===== config.mk =====
export PLATFORM = sky130hd
export DESIGN_NAME = fetch_unit
export DESIGN_NICKNAME = d
export VERILOG_FILES = /design/src/rtl/cpu_pkg.sv /design/src/rtl/if_id_buffer.sv /design/src/rtl/fetch_unit.sv
export SDC_FILE = /design/constraint.sdc
export NUM_CORES = 1
export LEC_CHECK = 0
export ABC_CLOCK_PERIOD_IN_PS = 2870
export CORE_MARGIN = 4
export CORE_UTILIZATION = 45
export CTS_CLUSTER_SIZE = 20
export DETAILED_ROUTE_END_ITERATION = 8
export DONT_BUFFER_PORTS = 1
export GPL_ROUTABILITY_DRIVEN = 0
export PLACE_DENSITY = 0.67
export REMOVE_ABC_BUFFERS = 1
export SLEW_MARGIN = 40
export SYNTH_ARGS = -nofsm -noshare
export SYNTH_HDL_FRONTEND = slang
export SYNTH_SLANG_ARGS = --single-unit

===== constraint.sdc =====
create_clock -name clock -period 2.87 [get_ports clock]
set_input_delay 0.574 -clock clock [delete_from_list [all_inputs] [get_ports clock]]
set_output_delay 0.574 -clock clock [all_outputs]
set_load 0.03 [all_outputs]

===== src/rtl/cpu_pkg.sv =====
// cpu_pkg: shared widths, constants and fetch state encoding for the pipelined CPU
package cpu_pkg;
    localparam int ADDR_W = 16;
    localparam int INSTR_W = 16;
    localparam int CNT_W = 32;
    localparam logic [ADDR_W-1:0] RESET_PC = 16'h0000;
    localparam logic [INSTR_W-1:0] NOP_INSTR = 16'h0000;
    localparam logic [ADDR_W-1:0] PC_STEP = ADDR_W'(INSTR_W / 8);
    typedef enum logic [1:0] {
        ST_START  = 2'd0,
        ST_RUN    = 2'd1,
        ST_HALTED = 2'd2
    } fetch_state_e;
endpackage


===== src/rtl/if_id_buffer.sv =====
// if_id_buffer: IF/ID pipeline register; load captures a fetch, flush inserts a bubble, else hold
module if_id_buffer
    import cpu_pkg::*;
(
    input  logic               clock,
    input  logic               reset,
    input  logic               load,
    input  logic               flush,
    input  logic [INSTR_W-1:0] instr_in,
    input  logic [ADDR_W-1:0]  pc_next_in,
    output logic [INSTR_W-1:0] instruction,
    output logic [ADDR_W-1:0]  pc_next,
    output logic               valid
);
    logic [INSTR_W-1:0] instr_q, instr_d;
    logic [ADDR_W-1:0]  pc_next_q, pc_next_d;
    logic               valid_q, valid_d;

    always_comb begin
        instr_d   = load ? instr_in   : flush ? NOP_INSTR : instr_q;
        pc_next_d = load ? pc_next_in : flush ? '0        : pc_next_q;
        valid_d   = load ? 1'b1       : flush ? 1'b0      : valid_q;
    end

    always_ff @(posedge clock or negedge reset) begin
        if (!reset) begin
            instr_q   <= NOP_INSTR;
            pc_next_q <= '0;
            valid_q   <= 1'b0;
        end else begin
            instr_q   <= instr_d;
            pc_next_q <= pc_next_d;
            valid_q   <= valid_d;
        end
    end

    assign instruction = instr_q;
    assign pc_next     = pc_next_q;
    assign valid       = valid_q;
endmodule


===== src/rtl/fetch_unit.sv =====
// fetch_unit: IF stage - PC register, next-PC select, start/run/halt FSM and fetch counter
module fetch_unit
    import cpu_pkg::*;
(
    input  logic               clock,
    input  logic               reset,
    output logic [ADDR_W-1:0]  imem_addr,
    input  logic [INSTR_W-1:0] imem_rdata,
    input  logic               pc_stop,
    input  logic               if_id_flush,
    input  logic               branch_taken,
    input  logic [ADDR_W-1:0]  branch_target,
    input  logic               halt,
    output logic [INSTR_W-1:0] id_instruction,
    output logic [ADDR_W-1:0]  id_pc_next_address,
    output logic               id_valid,
    output logic               halted,
    output logic               target_misaligned,
    output logic [CNT_W-1:0]   fetch_count
);
    fetch_state_e      state_q, state_d;
    logic [ADDR_W-1:0] pc_q, pc_d, pc_inc;
    logic [CNT_W-1:0]  cnt_q, cnt_d;
    logic              halted_q, halted_d;
    logic              mis_q, mis_d;
    logic              buf_load, buf_flush;

    assign pc_inc = pc_q + PC_STEP;

    // Priority in RUN: redirect > halt > stall (optionally flushing) > flush > fetch
    always_comb begin
        state_d   = state_q;
        pc_d      = pc_q;
        cnt_d     = cnt_q;
        halted_d  = halted_q;
        mis_d     = 1'b0;
        buf_load  = 1'b0;
        buf_flush = 1'b0;
        case (state_q)
            ST_START: state_d = ST_RUN;
            ST_RUN: begin
                if (branch_taken) begin
                    pc_d      = {branch_target[ADDR_W-1:1], 1'b0};
                    mis_d     = branch_target[0];
                    buf_flush = 1'b1;
                end else if (halt) begin
                    state_d   = ST_HALTED;
                    halted_d  = 1'b1;
                    buf_flush = 1'b1;
                end else if (pc_stop) begin
                    buf_flush = if_id_flush;
                end else if (if_id_flush) begin
                    pc_d      = pc_inc;
                    buf_flush = 1'b1;
                end else begin
                    pc_d      = pc_inc;
                    cnt_d     = cnt_q + 1'b1;
                    buf_load  = 1'b1;
                end
            end
            default: ;
        endcase
    end

    always_ff @(posedge clock or negedge reset) begin
        if (!reset) begin
            state_q  <= ST_START;
            pc_q     <= RESET_PC;
            cnt_q    <= '0;
            halted_q <= 1'b0;
            mis_q    <= 1'b0;
        end else begin
            state_q  <= state_d;
            pc_q     <= pc_d;
            cnt_q    <= cnt_d;
            halted_q <= halted_d;
            mis_q    <= mis_d;
        end
    end

    if_id_buffer u_if_id (
        .clock      (clock),
        .reset      (reset),
        .load       (buf_load),
        .flush      (buf_flush),
        .instr_in   (imem_rdata),
        .pc_next_in (pc_inc),
        .instruction(id_instruction),
        .pc_next    (id_pc_next_address),
        .valid      (id_valid)
    );

    assign imem_addr         = pc_q;
    assign halted            = halted_q;
    assign target_misaligned = mis_q;
    assign fetch_count       = cnt_q;
endmodule


# After elaboration in Yosys (flattened, before gate mapping)
# Cells that the tools add are included.
[classes] n_eq_ne=5 muxes=23 reduce_logical=7 addsub=2 bitwise_logic=4
[op_table] operator="$mux 16" count=6
[op_table] operator="$add 32x1->32 const B" count=1
[op_table] operator="$add 16x2->16 const B" count=1
[op_table] operator="$mux 1" count=14
[op_table] operator="$reduce_and 3->1" count=3
[op_table] operator="$ne 2x2->1 const B" count=3
[op_table] operator="$reduce_and 5->1" count=1
[op_table] operator="$mux 2" count=2
[op_table] operator="$not 1->1" count=4
[op_table] operator="$pmux 2 s2" count=1
[op_table] operator="$reduce_bool 2->1" count=2
[op_table] operator="$eq 2x1->1 const B" count=1
[op_table] operator="$logic_not 2->1" count=1
[op_table] operator="$ne 2x1->1 const B" count=1
[totals] inputBits=38 ff_bits=85

# Longest topological paths before layout
[depth] ltp_word=7 depth_mapped=7 depth_no_buf=6

# Cells and area by module
# From an unflattened synthesis, not the netlist that was laid out.
[hier_totals] cells_unflattened=361 area_unflattened_um2=3981.3
[by_module_without_submodules] mod="fetch_unit" seq_area_each_um2=1276.2 n_inst=1 area_each_um2=2772.7 cells_each=286
[by_module_without_submodules] mod="if_id_buffer" seq_area_each_um2=825.8 n_inst=1 area_each_um2=1208.7 cells_each=75

# Worst setup path before layout
# No wires, ideal clock.
[synth_timing] path_type="input to register" from="input branch_taken" to="register cnt_q[24] (netlist: fetch_count[24])" arrival_ns=1.769 slack_ns=0.968 stages=6 path_buffers=1 path_cell_list="buf_2 > nor3_2 > nand3_2 > nor4_4 > nand4_1 > xnor2_1"
[synth_between] elab_chain_len=2
[synth_rtl] element="start: declaration" line="fetch_unit.sv:11" source="input logic branch_taken,"
[synth_rtl] element="$not 1->1 (no source line)"
[synth_rtl] element="$reduce_and 5->1 (no source line)"
[synth_rtl] element="end signal: assignment" line="fetch_unit.sv:75" source="cnt_q <= cnt_d;"
[synth_rtl] element="end: declaration" line="fetch_unit.sv:23" source="logic [CNT_W-1:0] cnt_q, cnt_d;"
# No other way between the ends.
# A chain may end at the register's enable or synchronous reset.

# Final worst setup path
[layout_timing] from="register pc_q[1] (netlist: imem_addr[1])" to="register u_if_id.pc_next_q[15] (netlist: u_if_id.pc_next[15])"
[layout_between] elab_chain_len=2
[layout_rtl] element="start: declaration" line="fetch_unit.sv:22" source="logic [ADDR_W-1:0] pc_q, pc_d, pc_inc;"
[layout_rtl] element="start signal: assignment" line="fetch_unit.sv:74" source="pc_q <= pc_d;"
[layout_rtl] element="$add 16x2->16" line="fetch_unit.sv:28" source="assign pc_inc = pc_q + PC_STEP;"
[layout_rtl] element="$mux 16" line="if_id_buffer.sv:21" source="pc_next_d = load ? pc_next_in : flush ? '0 : pc_next_q;"
[layout_rtl] element="end signal: assignment" line="if_id_buffer.sv:32" source="pc_next_q <= pc_next_d;"
[layout_rtl] element="end: declaration" line="if_id_buffer.sv:16" source="logic [ADDR_W-1:0] pc_next_q, pc_next_d;"
# No other way between the ends.

==> impl_metrics.tcl <==
set metrics [dict create \
    status "completed" \
    cts_tree "yes" \
    die_h_um 99.9 \
    totalWireLength_mm 8.74 \
    synth_top_family_by_area "simple AND/OR/NAND/NOR gates" \
    setup_viol 0 \
    clk_latency_ns 0.35 \
    min_path_type "in2async" \
    grt_max_degree 85 \
    grt_overflow 0 \
    core_sq_mm 0.00822 \
    synth_edf_count 0 \
    boundaryPins 121 \
    end_kind "flip-flop" \
    synth_compound_area_share_pct 12.5 \
    finalCritPeriodShare_pct 77.2 \
    grt_pass1_wl_mm 14.3 \
    mostFrequentLayoutCells "84 x dfrtp_1, 43 x nand2_1, 36 x xnor2_1, 26 x o21ai_0, 22 x nand3_1" \
    peakVddDrop_mv 0.358 \
    diodes 0 \
    fin_crit_ns 2.22 \
    crit_arrival_ns 2.41 \
    vias_per_cell 5.70 \
    total_power_mw 2.58 \
    dp_hpwl_mm 6.08 \
    first_pass_iters 4 \
    final_nets 394 \
    synthSimpleGateAreaFrac_pct 18.1 \
    stdcell_count 463 \
    antenna_found_initial 0 \
    muxShareOfSynthArea_pct 0.791 \
    cts_buffers 9 \
    synth_fa_ha_area_share_pct 0.659 \
    slew_viol_final 0 \
    placed_area_sq_mm 0.00388 \
    numPortBuffers 0 \
    clkTransAtPathRegs_ns 0.08 \
    rsz0062_at_grt "no" \
    avgSynthCellArea_sq_um 10.7 \
    p_leak_nw 1.79 \
    fin_area_sq_mm 0.00410 \
    start_kind "flip-flop" \
    die_area_sq_mm 0.00997 \
    ctsRootBufferMaster "clkbuf_8" \
    tightest_slew_ns 0.700 \
    syn_area_sq_mm 0.00380 \
    grt_pass1_vias 2696 \
    dp.cells 447 \
    setup_slack_ns 0.655 \
    ant_nets 0 \
    drive_above_1_share_pct 7.54 \
    cts_htree_levels 3 \
    synth_seq_cells 84 \
    ff2ff_path_depth 6 \
    ys_seq_area_share_pct 55.4 \
    synth_top_flop_cell "dfrtp_1" \
    place_ws_ns 0.714 \
    ctsResizeCount 0 \
    synthXorXnorAreaFrac_pct 10.1 \
    vias 2641 \
    required_ns 3.07 \
    setup_tns_ns 0 \
    maxCapViolCount 0 \
    synthArstFlopShare_pct 100 \
    first_iter_violations 92 \
    die_width_um 99.9 \
    worstSetupPathType "reg2reg" \
    synth_cell_types 40 \
    cts_sinks 84 \
    initial_utilization_pct 46.2 \
    hold_viol 0 \
    fmax_mhz 451 \
    power_density_mw_per_mm2 629 \
    ctsHoldBuffers 1 \
    clockBufferDepth 2 \
    cp_max_fo 8 \
    track_usage_pct 18.2 \
    synth_warnings 0 \
    area_growth_pct 7.84 \
    cts_setup_buffers 0 \
    slew_headroom_pct 52.9 \
    drt-wirelength-per-cell_um 18.9 \
    netlist_instances 355 \
    rows 33 \
    drc 0 \
    mostFrequentLayoutCell "dfrtp_1" \
    clock_skew_ns 0.0114 \
]
registers in the layout, summed over array words and instances, names as in the netlist:
name                 flops
fetch_count             32
u_if_id.instruction     16
u_if_id.pc_next         16
imem_addr               15
state_q                  2
halted                   1
target_misaligned        1
u_if_id.valid            1
worst max-delay path, cell delays in order, from the launching register on:
cell     delay (ns)
dfrtp_1        0.66
ha_1           0.34
nand3_1        0.28
nor2_1         0.29
and3_1         0.27
xnor2_1        0.14
o21ai_0        0.09
routing by layer:
layer	vias up	share of wire (%)	track usage (%)
li1	1254	-	-
met1	1287	44	25.1
met2	87	46	26.8
met3	13	7.6	5.14
met4	0	1.8	7.98
met5	-	0	0
synth_stat cells (all sizes together), types with 3 or more instances:
cell type | number | area, sq um
a21o | 3 | 22.5
a21oi | 14 | 70.1
a22o | 17 | 149
and2 | 5 | 32.5
and3 | 4 | 25.0
and4 | 7 | 66.3
buf | 7 | 40.0
clkbuf | 9 | 35.0
dfrtp | 84 | 2100
inv | 3 | 11.3
mux2i | 3 | 30.0
nand2 | 43 | 161
nand3 | 23 | 120
nand4 | 10 | 77.6
nor2 | 17 | 63.8
nor2b | 3 | 18.8
nor3 | 7 | 40.0
nor4 | 5 | 61.3
o21ai | 27 | 135
o22ai | 8 | 50.1
xnor2 | 36 | 315
xor2 | 8 | 70.1
cells by family (layout without fill, tap and decap cells):
family,count (synthesis),after routing
AND/OR/NAND/NOR,126,126
flip-flops,84,84
AO/OA/AOI/OAI,75,75
XOR/XNOR,44,44
buffers and inverters,20,23
multiplexers,3,3
adder cells (fa/ha/maj),2,2
other,1,1
per-stage QoR:
stage                     hold slack, ns  util (%)
after floorplan                    0.278         -
after global placement             0.280      47.2
after detailed placement           0.280      47.2
after CTS                          0.127      49.8
after global routing               0.113      49.8
final                             0.0793      49.8
layout make-up:
cell class	instances	area (sq um)
Clock buffer	11	141
Fill cell	747	4120
Timing Repair Buffer	4	50.0
Clock inverter	4	50.0
Sequential cell	84	2100
Inverter	4	15.0
Multi-Input combinational cell	251	1610
Tap cell	105	131
where the power goes:
part | total, mW | internal [mW] | leakage, nW | switching [mW]
Combinational | 0.203 | 0.0909 | 0.562 | 0.112
Clock | 0.830 | 0.420 | 0.0914 | 0.410
Sequential | 1.54 | 1.26 | 1.13 | 0.281
Total | 2.58 | 1.77 | 1.79 | 0.803
final timing paths:
path                                          startpoint                         endpoint  slack (ns)
max in group asynchronous                          reset           state_q[1]$_DFFE_PN0P_        2.37
worst min register to register    state_q[1]$_DFFE_PN0P_           state_q[1]$_DFFE_PN0P_        0.54
min in group clock                          branch_taken         imem_addr[5]$_DFFE_PN0P_        0.33
worst max-delay path            imem_addr[1]$_DFFE_PN0P_  u_if_id.pc_next[15]$_DFFE_PN0P_        0.65
worst min-delay path                               reset      fetch_count[25]$_DFFE_PN0P_        0.08
worst max register to register  imem_addr[1]$_DFFE_PN0P_  u_if_id.pc_next[15]$_DFFE_PN0P_        0.65
(Power assumes the default switching activity.)
